<file path="config.mk">
export PLATFORM = sky130hd
export DESIGN_NAME = deserialize
export DESIGN_NICKNAME = d
export VERILOG_FILES = /design/src/rtl/deserialize.sv
export SDC_FILE = /design/constraint.sdc
export NUM_CORES = 1
export LEC_CHECK = 0
export BUFFER_PORTS_ARGS = -buffer_cell sky130_fd_sc_hd__clkbuf_2
export CORE_AREA = 4 4 42 44
export DETAILED_ROUTE_END_ITERATION = 10
export DIE_AREA = 0 0 46 48
export SLEW_MARGIN = 10
export SYNTH_ARGS = -nofsm -noshare
export SYNTH_HDL_FRONTEND = slang
export SYNTH_SLANG_ARGS = --single-unit
</file>
<file path="constraint.sdc">
create_clock -name input_clock1_1 -period 1.6 [get_ports input_clock1_1]
set_input_delay 0.16 -clock input_clock1_1 [delete_from_list [all_inputs] [get_ports input_clock1_1]]
set_output_delay 0.16 -clock input_clock1_1 [all_outputs]
set_load 0.05 [all_outputs]
</file>
<file path="src/rtl/deserialize.sv">
// deserialize: MSB-first serial-to-parallel receiver with frame abort; DESERIALIZE_PARITY_CHECK_EN adds a trailing even-parity bit
module deserialize #(
  parameter int WIDTH = 4
) (
  input  logic             input_clock1_1,
  input  logic             input_reset1_2,
  input  logic             input_serial_in,
  input  logic             input_shift_en,
  input  logic             input_frame_start,
  output logic [WIDTH-1:0] output_data,
  output logic             output_valid,
  output logic             output_busy,
  output logic             output_frame_err,
  output logic             output_parity_err
);
`ifdef DESERIALIZE_PARITY_CHECK_EN
  localparam int NBITS = WIDTH + 1;
`else
  localparam int NBITS = WIDTH;
`endif
  localparam int CW = $clog2(NBITS + 1);
  typedef enum logic {IDLE, RECV} state_t;
  state_t state_q, state_d;
  logic [CW-1:0] cnt_q, cnt_d;
  logic [WIDTH-1:0] sr_q, sr_d, data_q, data_d, sr_shift;
  logic valid_q, ferr_q, perr_q, perr_d, start, take, last;
`ifdef DESERIALIZE_PARITY_CHECK_EN
  logic par_q, par_d;
`endif
  always_comb begin
    start = input_shift_en & input_frame_start;
    take = input_shift_en & ~input_frame_start & (state_q == RECV);
    last = take & (cnt_q == CW'(NBITS - 1));
    sr_shift = {sr_q[WIDTH-2:0], input_serial_in};
    cnt_d = start ? CW'(1) : last ? '0 : take ? cnt_q + 1'b1 : cnt_q;
    sr_d = start ? WIDTH'(input_serial_in) : (take & (cnt_q < CW'(WIDTH))) ? sr_shift : sr_q;
`ifdef DESERIALIZE_PARITY_CHECK_EN
    par_d = start ? input_serial_in : take ? par_q ^ input_serial_in : par_q;
    data_d = last ? sr_q : data_q;
    perr_d = last ? par_q ^ input_serial_in : perr_q;
`else
    data_d = last ? sr_shift : data_q;
    perr_d = 1'b0;
`endif
  end
  always_comb begin
    state_d = (state_q == IDLE) ? (start ? RECV : IDLE) : (last ? IDLE : RECV);
  end
  always_comb begin
    output_busy = (state_q == RECV);
  end
  always_ff @(posedge input_clock1_1) begin
    if (input_reset1_2) begin
      state_q <= IDLE;
      cnt_q <= '0;
      sr_q <= '0;
      data_q <= '0;
      valid_q <= 1'b0;
      ferr_q <= 1'b0;
      perr_q <= 1'b0;
    end else begin
      state_q <= state_d;
      cnt_q <= cnt_d;
      sr_q <= sr_d;
      data_q <= data_d;
      valid_q <= last;
      ferr_q <= start & (state_q == RECV);
      perr_q <= perr_d;
    end
  end
`ifdef DESERIALIZE_PARITY_CHECK_EN
  always_ff @(posedge input_clock1_1) begin
    if (input_reset1_2) par_q <= 1'b0;
    else par_q <= par_d;
  end
`endif
  assign output_data = data_q;
  assign output_valid = valid_q;
  assign output_frame_err = ferr_q;
  assign output_parity_err = perr_q;
endmodule

</file>
Word-level counts from Yosys, hierarchy flattened

Index checks and enable logic that the tools add are counted.
Widths: inputs -> output; s select.

Add/sub/neg operators: 1
Magnitude comparators: 1
Equal/unequal tests: 1
Mux-type cells: 8
Bitwise gates (word level): 7
Reduce and logical (&&, ||, !) cells: 4

Operators with widths:

| operator            | number |
|---|---|
| $mux 1              | 8 |
| $and 1x1->1         | 6 |
| $add 3x1->3 const B | 1 |
| $eq 3x2->1 const B  | 1 |
| $lt 3x3->1 const B  | 1 |
| $reduce_bool 3->1   | 1 |
| $reduce_or 3->1     | 1 |
| $reduce_bool 2->1   | 1 |
| $reduce_or 2->1     | 1 |
| $not 1->1           | 1 |

Flip-flop bits (word level): 13
Bits of input ports: 5
Logic and storage cells: 30

Depth between registers and ports, before layout

Depth in word-level cells: 6
Depth in mapped cells: 5

Least setup slack after synthesis

No wires, ideal clock.

Path type: input to register
Start point: input output_busy
End point: register data_q[2], in the netlist output_data[2]
Setup time: 0.125 ns
Arrival time: 1.336 ns
Slack: 0.139 ns
Stages: 4
Buffers on the path: 0
Cells stage by stage: dfxtp_1 -> nand4b_1 -> mux2i_1 -> nor2_1

Word-level cells in the longest chain between the ends: 2

RTL lines:

| element              | RTL line | text |
|---|---|---|
| start, declared      | 12       | `output logic output_busy,` |
| $and 1x1->1          | 32       | `take = input_shift_en & ~input_frame_start & (state_q == RECV);` |
| $and 1x1->1          | 33       | `last = take & (cnt_q == CW'(NBITS - 1));` |
| end signal, assigned | 65       | `data_q <= data_d;` |
| end, declared        | 25       | `logic [WIDTH-1:0] sr_q, sr_d, data_q, data_d, sr_shift;` |

No other way between the ends.
A chain may end at the register's enable or synchronous reset.

Final worst setup path

Start point: input cnt_q[0]
End point: register cnt_q[2]

Word-level cells in the longest chain between the ends: 3
Elaborated cells on any way between the ends: 4
Classes of those cells: add/sub (1); eq/ne (1); bitwise (1); reduce/logical (1)

RTL lines:

| element                          | RTL line | text |
|---|---|---|
| start, declared                  | 24       | `logic [CW-1:0] cnt_q, cnt_d;` |
| $eq 3x2->1                       | 33       |  |
| $and 1x1->1                      | 33       |  |
| $reduce_or 3->1 (no source line) | n/a      |  |

Parallel ways exist; a longest one is shown, timed or not.

==> results.toml <==
[clock_tree]
post_cts_resize_count = 0
htree_levels = 1
cts_max_path_buffers = 2
cts_buffers = 3
cts_root_buf = "clkbuf_4"
path_clk_slew_ns = 0.08
cts_tree = "yes"
clock_latency_ns = 0.27
cts_sinks = 13

[setup_path]
start_kind = "flip-flop"
cpMostUsedCell = "ha_1"
path_cells = "ha_1, ha_1, or3_1, a21oi_1"
end_kind = "flip-flop"
cp_slowest_cell = "or3_1"
crit_family = "adder cells"
critPathMaxFanout = 3
cp_slowest_stage_delay_ns = 0.37
crit_type = "flip-flop to flip-flop"
crit_arrival_ns = 1.56
crit_required_ns = 1.80
worstPathBufferInverterCount = 0

[run_status]
outcome = "finished, final reports clean"

[final_layout]
antennaDiodeCount = 0
layout-drive-gt1-share_pct = 21.9
final_cell_mix = "13 x dfxtp_1, 11 x clkbuf_2, 9 x nand2_1"
area_growth_pct = 17.0
final_nets = 81
final_common_cell = "dfxtp_1"

[synthesis]
synth-seq-area-share_pct = 47.8
synth_seq_cells = 13
ys_types = 22
synth_top_cell_area_share_pct = 47.8
synth_top_area_cell = "dfxtp_1"
syn_nets = 67
synth_warnings = 0
netlist_instances = 60
yosys-top-cells-area = "dfxtp_1 48%, nand2_1 6.2%, a21oi_1 5.5%"
avgSynthCellArea_um2 = 9.07
syn_area_um2 = 544

[power]
peakVddDrop_v = 0.000298
cellPowerDensity_nw_per_um2 = 912
p_total_uw = 581
power_leakage_nw = 0.273

[timing]
fin_tns_setup_ns = 0
fin_skew_ns = 0.00404
finalSetupViolations = 0
rsz0062_at_grt = "no"
period_minus_slack_ns = 1.36
fin_crit_sh_pct = 85.1
slew_viol_final = 0
max_freq_ghz = 0.734
hold_viol = 0

[detailed_routing]
avgRoutedWirePerCell_um = 10.6
drtPass1Iterations = 4
wirelength_um = 946
vias = 438
dr.first_iter.drc_count = 4
viasPerCell = 4.92
drc = 0
final_antenna_net_count = 0

[global_routing]
grt_pass1_wl_um = 1530
grt_max_degree = 12
first_global_vias = 353
grt_antenna_before_repair = 0
track_usage_pct = 9.90
grt.overflow.total = 0

[floorplanning]
dieWidth_um = 46
core_um2 = 1440
die_h_um = 48
dieArea_um2 = 2210
row_count = 14
initial_core_util_pct = 37.9
io_pins = 13

[place]
port_buffers = 11
place_congestion = 0.698
dp_hpwl_um = 681

[hold_path]
hold_path_class = "input port to flip-flop"

[flow_run]
maxCapViolations = 0
## repair_timing
item	4_1_cts	5_1_grt
hold buffers	0	0
setup buffers	0	1
setup endpoints to repair	0	3
hold endpoints to repair	0	0
## report_power, final
part           switching (mW)  internal (mW)  leakage, nW
clock                   0.100         0.0964       0.0150
combinational          0.0314         0.0172        0.153
sequential            0.00620          0.329        0.105
total                   0.138          0.443        0.273
## kinds of logic (layout without fill, tap and decap cells)
kind of cell / count (synthesis) / count (layout) / synth area share, %
other: 1 / 1 / 0.689
adder cells (fa/ha/maj): 2 / 2 / 4.60
flip-flops: 13 / 13 / 47.8
AND/OR/NAND/NOR: 25 / 25 / 26.7
buffers and inverters: 4 / 17 / 3.68
multiplexers: 3 / 3 / 5.52
AO/OA/AOI/OAI: 12 / 12 / 11.0
## worst register-to-register path: stages (launching register included)
cell and delay (ns):
dfxtp_1 0.33, ha_1 0.20, ha_1 0.26, or3_1 0.37
a21oi_1 0.14
## layout make-up
type	count	area [um^2]
Multi-Input combinational cell	43	264
Inverter	1	3.75
Timing Repair Buffer	12	62.6
Sequential cell	13	260
Clock buffer	4	26.3
Tap cell	16	20.0
Fill cell	157	800
## layer usage
metal	GRT usage, %	part of all wire (%)	up-vias
met5	0	0	-
met4	6.82	1.2	0
met3	3.38	6.3	2
met2	13.2	42	10
met1	13.2	50	197
li1	-	-	229
## final timing paths
| path | startpoint | endpoint | slack [ns] | depth (start not counted) |
|---|---|---|---|---|
| hold reg to reg | cnt_q[1] | cnt_q[1] | 0.46 | 2 |
| setup / recovery | cnt_q[0] | cnt_q[2] | 0.24 | 4 |
| hold / removal | input_serial_in | output_data[0] | 0.15 | 3 |
| setup reg to reg | cnt_q[0] | cnt_q[2] | 0.24 | 4 |
## flip-flops by register name (all words and copies together) (netlist names)
name              cells
output_data           4
cnt_q                 3
sr_q                  3
output_busy           1
output_frame_err      1
output_valid          1
## synthesized netlist by cell type (all sizes together)
cell,n
or3b,1
nand3b,3
mux2i,3
or3,1
nand2b,3
a21oi,6
buf,2
nor2,3
dfxtp,13
ha,2
clkbuf,1
nor3b,2
nor2b,1
nor4bb,1
conb,1
o21ai,6
nand2,9
nand4b,1
inv,1
## through the flow
step / setup WS, ns / cells / instance area, um^2 / hold slack (ns) / util [%]
3_5_place_dp: 0.175 / 84 / 603 / 0.440 / 42.0
3_3_place_gp: 0.200 / 84 / 603 / 0.446 / 42.0
4_1_cts: 0.154 / 88 / 629 / 0.141 / 43.8
5_1_grt: 0.104 / 89 / 637 / 0.177 / 44.3
2_1_floorplan: 0.139 / 60 / 544 / 0.331 / -
6_report: 0.238 / 89 / 637 / 0.154 / 44.3
(Power assumes the default switching activity.)
